<file path="config.mk">
export PLATFORM = sky130hd
export DESIGN_NAME = ttt_board_ctrl
export DESIGN_NICKNAME = d
export VERILOG_FILES = /design/src/rtl/ttt_pkg.sv /design/src/rtl/onehot9_chk.sv /design/src/rtl/ttt_board_ctrl.sv
export SDC_FILE = /design/constraint.sdc
export NUM_CORES = 1
export LEC_CHECK = 0
export ABC_AREA = 0
export CAP_MARGIN = 20
export CORE_ASPECT_RATIO = 2
export CORE_MARGIN = 10
export CORE_UTILIZATION = 45
export CTS_CLUSTER_SIZE = 28
export DETAILED_ROUTE_END_ITERATION = 12
export GPL_ROUTABILITY_DRIVEN = 0
export PLACE_DENSITY = 0.89
export SYNTH_ARGS = -nofsm -noshare
export SYNTH_HDL_FRONTEND = slang
export SYNTH_SLANG_ARGS = --single-unit
</file>
<file path="constraint.sdc">
create_clock -name clk -period 2.2 [get_ports clk]
set_input_delay 0.33 -clock clk [delete_from_list [all_inputs] [get_ports clk]]
set_output_delay 0.33 -clock clk [all_outputs]
set_load 0.02 [all_outputs]
</file>
<file path="src/rtl/ttt_pkg.sv">
// ----------------------------------------------------------------------------
// ttt_pkg
// Shared definitions for the tic-tac-toe board controller slice.
//   - state_t  : controller state encoding
//   - winner_t : result codes presented on the winner output
//   - board/line geometry constants
// ----------------------------------------------------------------------------
package ttt_pkg;

  localparam int BOARD_W = 9;
  localparam int LINE_W  = 8;

  // Number of squares on a full board, sized to match move_count.
  localparam logic [3:0] FULL_COUNT = 4'd9;

  typedef enum logic [2:0] {
    PLAY_X = 3'd0,
    PLAY_O = 3'd1,
    CHECK  = 3'd2,
    X_WIN  = 3'd3,
    O_WIN  = 3'd4,
    DRAW   = 3'd5
  } state_t;

  typedef enum logic [1:0] {
    WIN_NONE = 2'b00,
    WIN_X    = 2'b01,
    WIN_O    = 2'b10,
    WIN_DRAW = 2'b11
  } winner_t;

endpackage

</file>
<file path="src/rtl/onehot9_chk.sv">
// ----------------------------------------------------------------------------
// onehot9_chk
// Combinational one-hot detector for a 9-bit square request.
//   vec       in  9  candidate vector
//   is_onehot out 1  high iff exactly one bit of vec is set
// ----------------------------------------------------------------------------
module onehot9_chk
  import ttt_pkg::*;
(
  input  logic [BOARD_W-1:0] vec,
  output logic               is_onehot
);

  // Clearing the lowest set bit leaves zero only when at most one bit was set;
  // the nonzero term then excludes the empty vector.
  assign is_onehot = (vec != '0) && ((vec & (vec - 9'd1)) == '0);

endmodule

</file>
<file path="src/rtl/ttt_board_ctrl.sv">
// ----------------------------------------------------------------------------
// ttt_board_ctrl
// Game controller feeding the DetectWinner stage. Holds the X and O boards,
// alternates turns, rejects illegal moves and ends the game on a win or draw
// using the win_line vector that DetectWinner computes from the boards.
//
// Ports
//   clk          in   1  rising-edge clock
//   reset_n      in   1  asynchronous active-low reset
//   new_game     in   1  synchronous restart, priority over move_valid
//   move         in   9  one-hot square request, bit 8 = top-left
//   move_valid   in   1  qualifies move
//   win_line     in   8  DetectWinner result for the current boards
//   xboard       out  9  X occupancy (DetectWinner ain)
//   oboard       out  9  O occupancy (DetectWinner bin)
//   x_turn       out  1  X to move (meaningful while move_ready)
//   move_ready   out  1  a move can be accepted this cycle
//   move_accept  out  1  one-cycle pulse, move committed
//   move_reject  out  1  one-cycle pulse, move refused
//   move_count   out  4  occupied squares, 0..9
//   game_over    out  1  game has ended
//   winner       out  2  00 none, 01 X, 10 O, 11 draw
//   win_latched  out  8  win_line captured at the end of the game
// ----------------------------------------------------------------------------
module ttt_board_ctrl
  import ttt_pkg::*;
#(
  parameter bit X_FIRST = 1'b1
)(
  input  logic               clk,
  input  logic               reset_n,
  input  logic               new_game,
  input  logic [BOARD_W-1:0] move,
  input  logic               move_valid,
  input  logic [LINE_W-1:0]  win_line,
  output logic [BOARD_W-1:0] xboard,
  output logic [BOARD_W-1:0] oboard,
  output logic               x_turn,
  output logic               move_ready,
  output logic               move_accept,
  output logic               move_reject,
  output logic [3:0]         move_count,
  output logic               game_over,
  output logic [1:0]         winner,
  output logic [LINE_W-1:0]  win_latched
);

  localparam state_t START_STATE = X_FIRST ? PLAY_X : PLAY_O;

  state_t state;
  logic   last_x;
  logic   move_onehot;
  logic   move_legal;

  onehot9_chk u_onehot (
    .vec       (move),
    .is_onehot (move_onehot)
  );

  // A square may only be claimed once, so the request must miss both boards.
  assign move_legal = move_onehot && ((move & (xboard | oboard)) == '0);

  assign move_ready = (state == PLAY_X) || (state == PLAY_O);
  assign x_turn     = (state == PLAY_X);

  // Game FSM. The CHECK state gives DetectWinner one cycle to see the updated
  // boards before the result is decided. new_game wins over everything else
  // and restarts without emitting a handshake pulse.
  always_ff @(posedge clk or negedge reset_n) begin
    if (!reset_n) begin
      state       <= START_STATE;
      last_x      <= 1'b0;
      xboard      <= '0;
      oboard      <= '0;
      move_count  <= '0;
      move_accept <= 1'b0;
      move_reject <= 1'b0;
      game_over   <= 1'b0;
      winner      <= WIN_NONE;
      win_latched <= '0;
    end else begin
      move_accept <= 1'b0;
      move_reject <= 1'b0;
      if (new_game) begin
        state       <= START_STATE;
        last_x      <= 1'b0;
        xboard      <= '0;
        oboard      <= '0;
        move_count  <= '0;
        game_over   <= 1'b0;
        winner      <= WIN_NONE;
        win_latched <= '0;
      end else begin
        case (state)
          PLAY_X, PLAY_O: begin
            if (move_valid) begin
              if (move_legal) begin
                if (state == PLAY_X) begin
                  xboard <= xboard | move;
                end else begin
                  oboard <= oboard | move;
                end
                if (move_count != FULL_COUNT) begin
                  move_count <= move_count + 4'd1;
                end
                last_x      <= (state == PLAY_X);
                move_accept <= 1'b1;
                state       <= CHECK;
              end else begin
                move_reject <= 1'b1;
              end
            end
          end

          // A line completed by the ninth move counts as a win, not a draw.
          CHECK: begin
            if (move_valid) begin
              move_reject <= 1'b1;
            end
            if (win_line != '0) begin
              state       <= last_x ? X_WIN : O_WIN;
              winner      <= last_x ? WIN_X : WIN_O;
              win_latched <= win_line;
              game_over   <= 1'b1;
            end else if (move_count == FULL_COUNT) begin
              state     <= DRAW;
              winner    <= WIN_DRAW;
              game_over <= 1'b1;
            end else begin
              state <= last_x ? PLAY_O : PLAY_X;
            end
          end

          default: begin
            if (move_valid) begin
              move_reject <= 1'b1;
            end
          end
        endcase
      end
    end
  end

endmodule

</file>
==> results by group <==
Status
  – Outcome: complete, but fails checks
  – Failing checks: setup timing

Timing
  – Fmax: 439 MHz
  – Minimum clock period: around 2.3 ns
  – Rel. slew slack: between 40% and 50%
  – Final WS setup: -0.0775 ns
  – Final period utilization: 104%
  – Clock skew: between 0.005 and 0.006 ns
  – Hold Vio Cnt, Final: 0
  – Hold Slack: between 0.1 and 0.15 ns
  – Final Max Slew Viols: 0
  – RSZ-0062 raised after global routing: yes
  – Worst slew pin tran: about 0.86 ns
  – Setup Viol. Count Final: 9

Route
  – Uppermost layer routed: met4
  – DRT iter0 DRCs: 76
  – Met3 wire length: 330 um
  – Wire per inst: 20.8 um
  – Final wirelength: roughly 6000 um
  – Drt via density: between 5 and 6
  – Final ANT Viol Nets: 0
  – Vias: approximately 1700
  – First-pass iteration count of the detailed router: 4
  – WL met2: around 3400 um
  – M1 WL: roughly 2000 um
  – DRC errors left: 0

Setup path
  – Setup crit start kind: primary input
  – CP required: between 2 and 2.5 ns
  – Crit path kind: primary input to register
  – CP cell instances: dlygate4sd2_1 -> or4_4 -> a2111oi_2 -> or3b_4 -> and3_4 -> nor4bb_4 -> buf_4 -> a22o_1
  – CP endpoint kind: register
  – Max stage delay cell, worst path: or4_4
  – WP buf/inv: 2
  – R2r setup slk: -0.04 ns
  – CP delay by family, top: simple AND/OR/NAND/NOR gates
  – Arrival @ worst endpoint: between 2 and 3 ns
  – CP Max Fanout: 4
  – Max incr delay on CP: between 0.4 and 0.5 ns

Synth
  – Synthesized flop and latch total: 39
  – Register area share after synthesis: a little over half
  – Post-Synthesis Cells: around 150
  – Netlist cell types: 40
  – Syn Nets: 174
  – Cell area after synthesis: between 1500 and 2000 um2
  – Synth warn: 0
  – Syn_area_per_cell: around 12 um2

Cells and area
  – Fillers: 289
  – Nets: between 200 and 300
  – Antenna Cells: 0
  – Post-layout util: roughly 72%
  – Final instance area: 2770 um2
  – Commonest non-fill, non-tap cell in the layout: clkdlybuf4s50_1
  – Area growth syn-to-layout: 55.4%
  – Layout cells sized above 1: a little under a quarter
  – Multi-input logic area: roughly 840 um2
  – FF/Latch Area: around 980 um2
  – Commonest non-fill, non-tap cells in the layout: clkdlybuf4s50_1 (47), dfrtp_1 (39), a22o_1 (26)

Global routing
  – Global Route Usage Sum: between 15 and 20%
  – GRT Residual Overflow: 0
  – First-pass GRT wire length: 8780 um
  – Vias in the first global route: between 1500 and 2000
  – Largest net degree at the start of global routing: 40
  – Initial antenna violation count: 0

Power
  – Pwr Density: a little over 500 nW/um2
  – Pleak: between 1 and 1.5 nW
  – Worst IR Drop VDD: roughly 460 uV

Clock network
  – CTS tree: done
  – Hold Buf Count CTS: 0
  – CTS root buffer: clkbuf_8
  – Maximum clock path buffer count: 2
  – CTS Buf Count: 5
  – CTS sink count: 39
  – Clk Latency, worst-skew pair: between 0.2 and 0.3 ns
  – CTS clk-pin slew, worst paths: 0.08 ns
  – H-tree levels: 2

Run
  – MaxCap Viol Count: 0

Placement
  – Final HPWL DP: 3970 um
  – Placed cell area: around 2600 um2
  – Setup WS pre-CTS: -0.672 ns
  – Port buffer count: 57

Floorplanning
  – I/O Pins: 58
  – Die Y: around 110 um
  – Std-Cell Rows: 32
  – Chip width: between 60 and 70 um
  – Starting Density: 46.4%
  – Core footprint: between 3000 and 4000 um2
  – Die ar.: approximately 7000 um2

Worst hold path
  – Min-Delay Path Class: primary input to asynchronous set/reset pin
-- final cells by class --
cell class | instances | area share [%]
clock buffers | 8 | 3.61
inverters | 4 | 0.542
multi-input cells | 103 | 30.2
flip-flops and latches | 39 | 35.2
well taps | 51 | 2.30
repair buffers | 84 | 28.1
-- cells by family (layout without fill, tap and decap cells) --
logic type	after synthesis	after routing	synth area share, %
buffers and inverters	10	96	2.95
adders and majority gates	2	2	1.40
xor gates and xnor gates	1	1	0.491
AOI/OAI and AO/OA	56	56	24.9
and+or+nand+nor	43	44	15.5
DFF	39	39	54.7
-- metrics by stage --
stage	cells	total power, mW	TNS [ns]
floorplan	151	0.774	0
global placement	277	0.874	-11.91
detailed placement	277	0.878	-14.30
CTS	287	1.40	0
global route	289	1.46	-1.18
finish	289	1.41	-0.383
-- final timing paths --
kind                            from              to  depth (start not counted)
min in group clk             move[2]       xboard[2]                          3
hold / removal               reset_n     move_accept                          1
setup reg to reg           xboard[8]       xboard[1]                          7
hold reg to reg               last_x       winner[1]                          1
max in group asynchronous    reset_n  win_latched[0]                          1
setup / recovery             move[0]       xboard[1]                          8
-- sequential cells by signal, indices dropped and copies added, names as in the netlist --
signal and count:
move_accept 1, state 3, oboard 9, last_x 1
xboard 9, winner 2, game_over 1, move_count 4
win_latched 8, move_reject 1
-- per-layer routing --
metal  GRT usage [%]  vias to the layer above
li1                -                      757
met1            15.4                      828
met2            29.3                       74
met3            4.01                       22
met4            7.85                        0
met5               0                        -
-- where the power goes --
group	total, mW	switching [mW]	internal, mW
registers	0.720	0.00150	0.719
logic	0.160	0.0843	0.0753
clock network	0.530	0.244	0.286
-- synthesized netlist by cell type --
master | instances | share of area [%]
and3_4 | 1 | 0.63
nor3_1 | 4 | 1.1
a2111oi_0 | 1 | 0.49
xor2_1 | 1 | 0.49
nand2b_1 | 2 | 0.70
a211oi_1 | 2 | 0.84
o21ai_0 | 8 | 2.2
o21ai_1 | 2 | 0.56
nor4bb_4 | 1 | 1.4
nor2_1 | 12 | 2.5
a2111oi_1 | 1 | 0.56
ha_1 | 2 | 1.4
buf_6 | 2 | 1.3
dfrtp_1 | 39 | 55
a2111oi_4 | 1 | 1.5
or4_4 | 1 | 0.63
nand3_1 | 2 | 0.56
a31oi_1 | 2 | 0.70
a32o_1 | 1 | 0.56
o21ai_2 | 1 | 0.49
o31ai_1 | 2 | 0.84
nor4_1 | 3 | 1.1
o31a_1 | 1 | 0.49
a22o_1 | 26 | 13
nand3b_1 | 1 | 0.42
a21oi_1 | 5 | 1.4
and4bb_1 | 1 | 0.70
inv_1 | 4 | 0.84
or3_1 | 3 | 1.1
nor3b_1 | 1 | 0.42
or4b_1 | 1 | 0.56
nand2_1 | 4 | 0.84
a31o_1 | 2 | 0.98
a21o_1 | 1 | 0.42
clkbuf_1 | 4 | 0.84
nand4_2 | 1 | 0.70
nand4_1 | 2 | 0.70
or3b_4 | 1 | 0.63
nand4b_1 | 1 | 0.49
or2_2 | 1 | 0.35
-- what timing repair did --
| item | 4_1_cts | 5_1_grt |
|---|---|---|
| resized for setup | 10 | 25 |
| pin swaps | 3 | 11 |
| cloned | 1 | 1 |
| setup endpoints to repair | 25 | 19 |
| buffers inserted | 1 | 1 |
No activity file was read; power rests on OpenSTA's default activity.
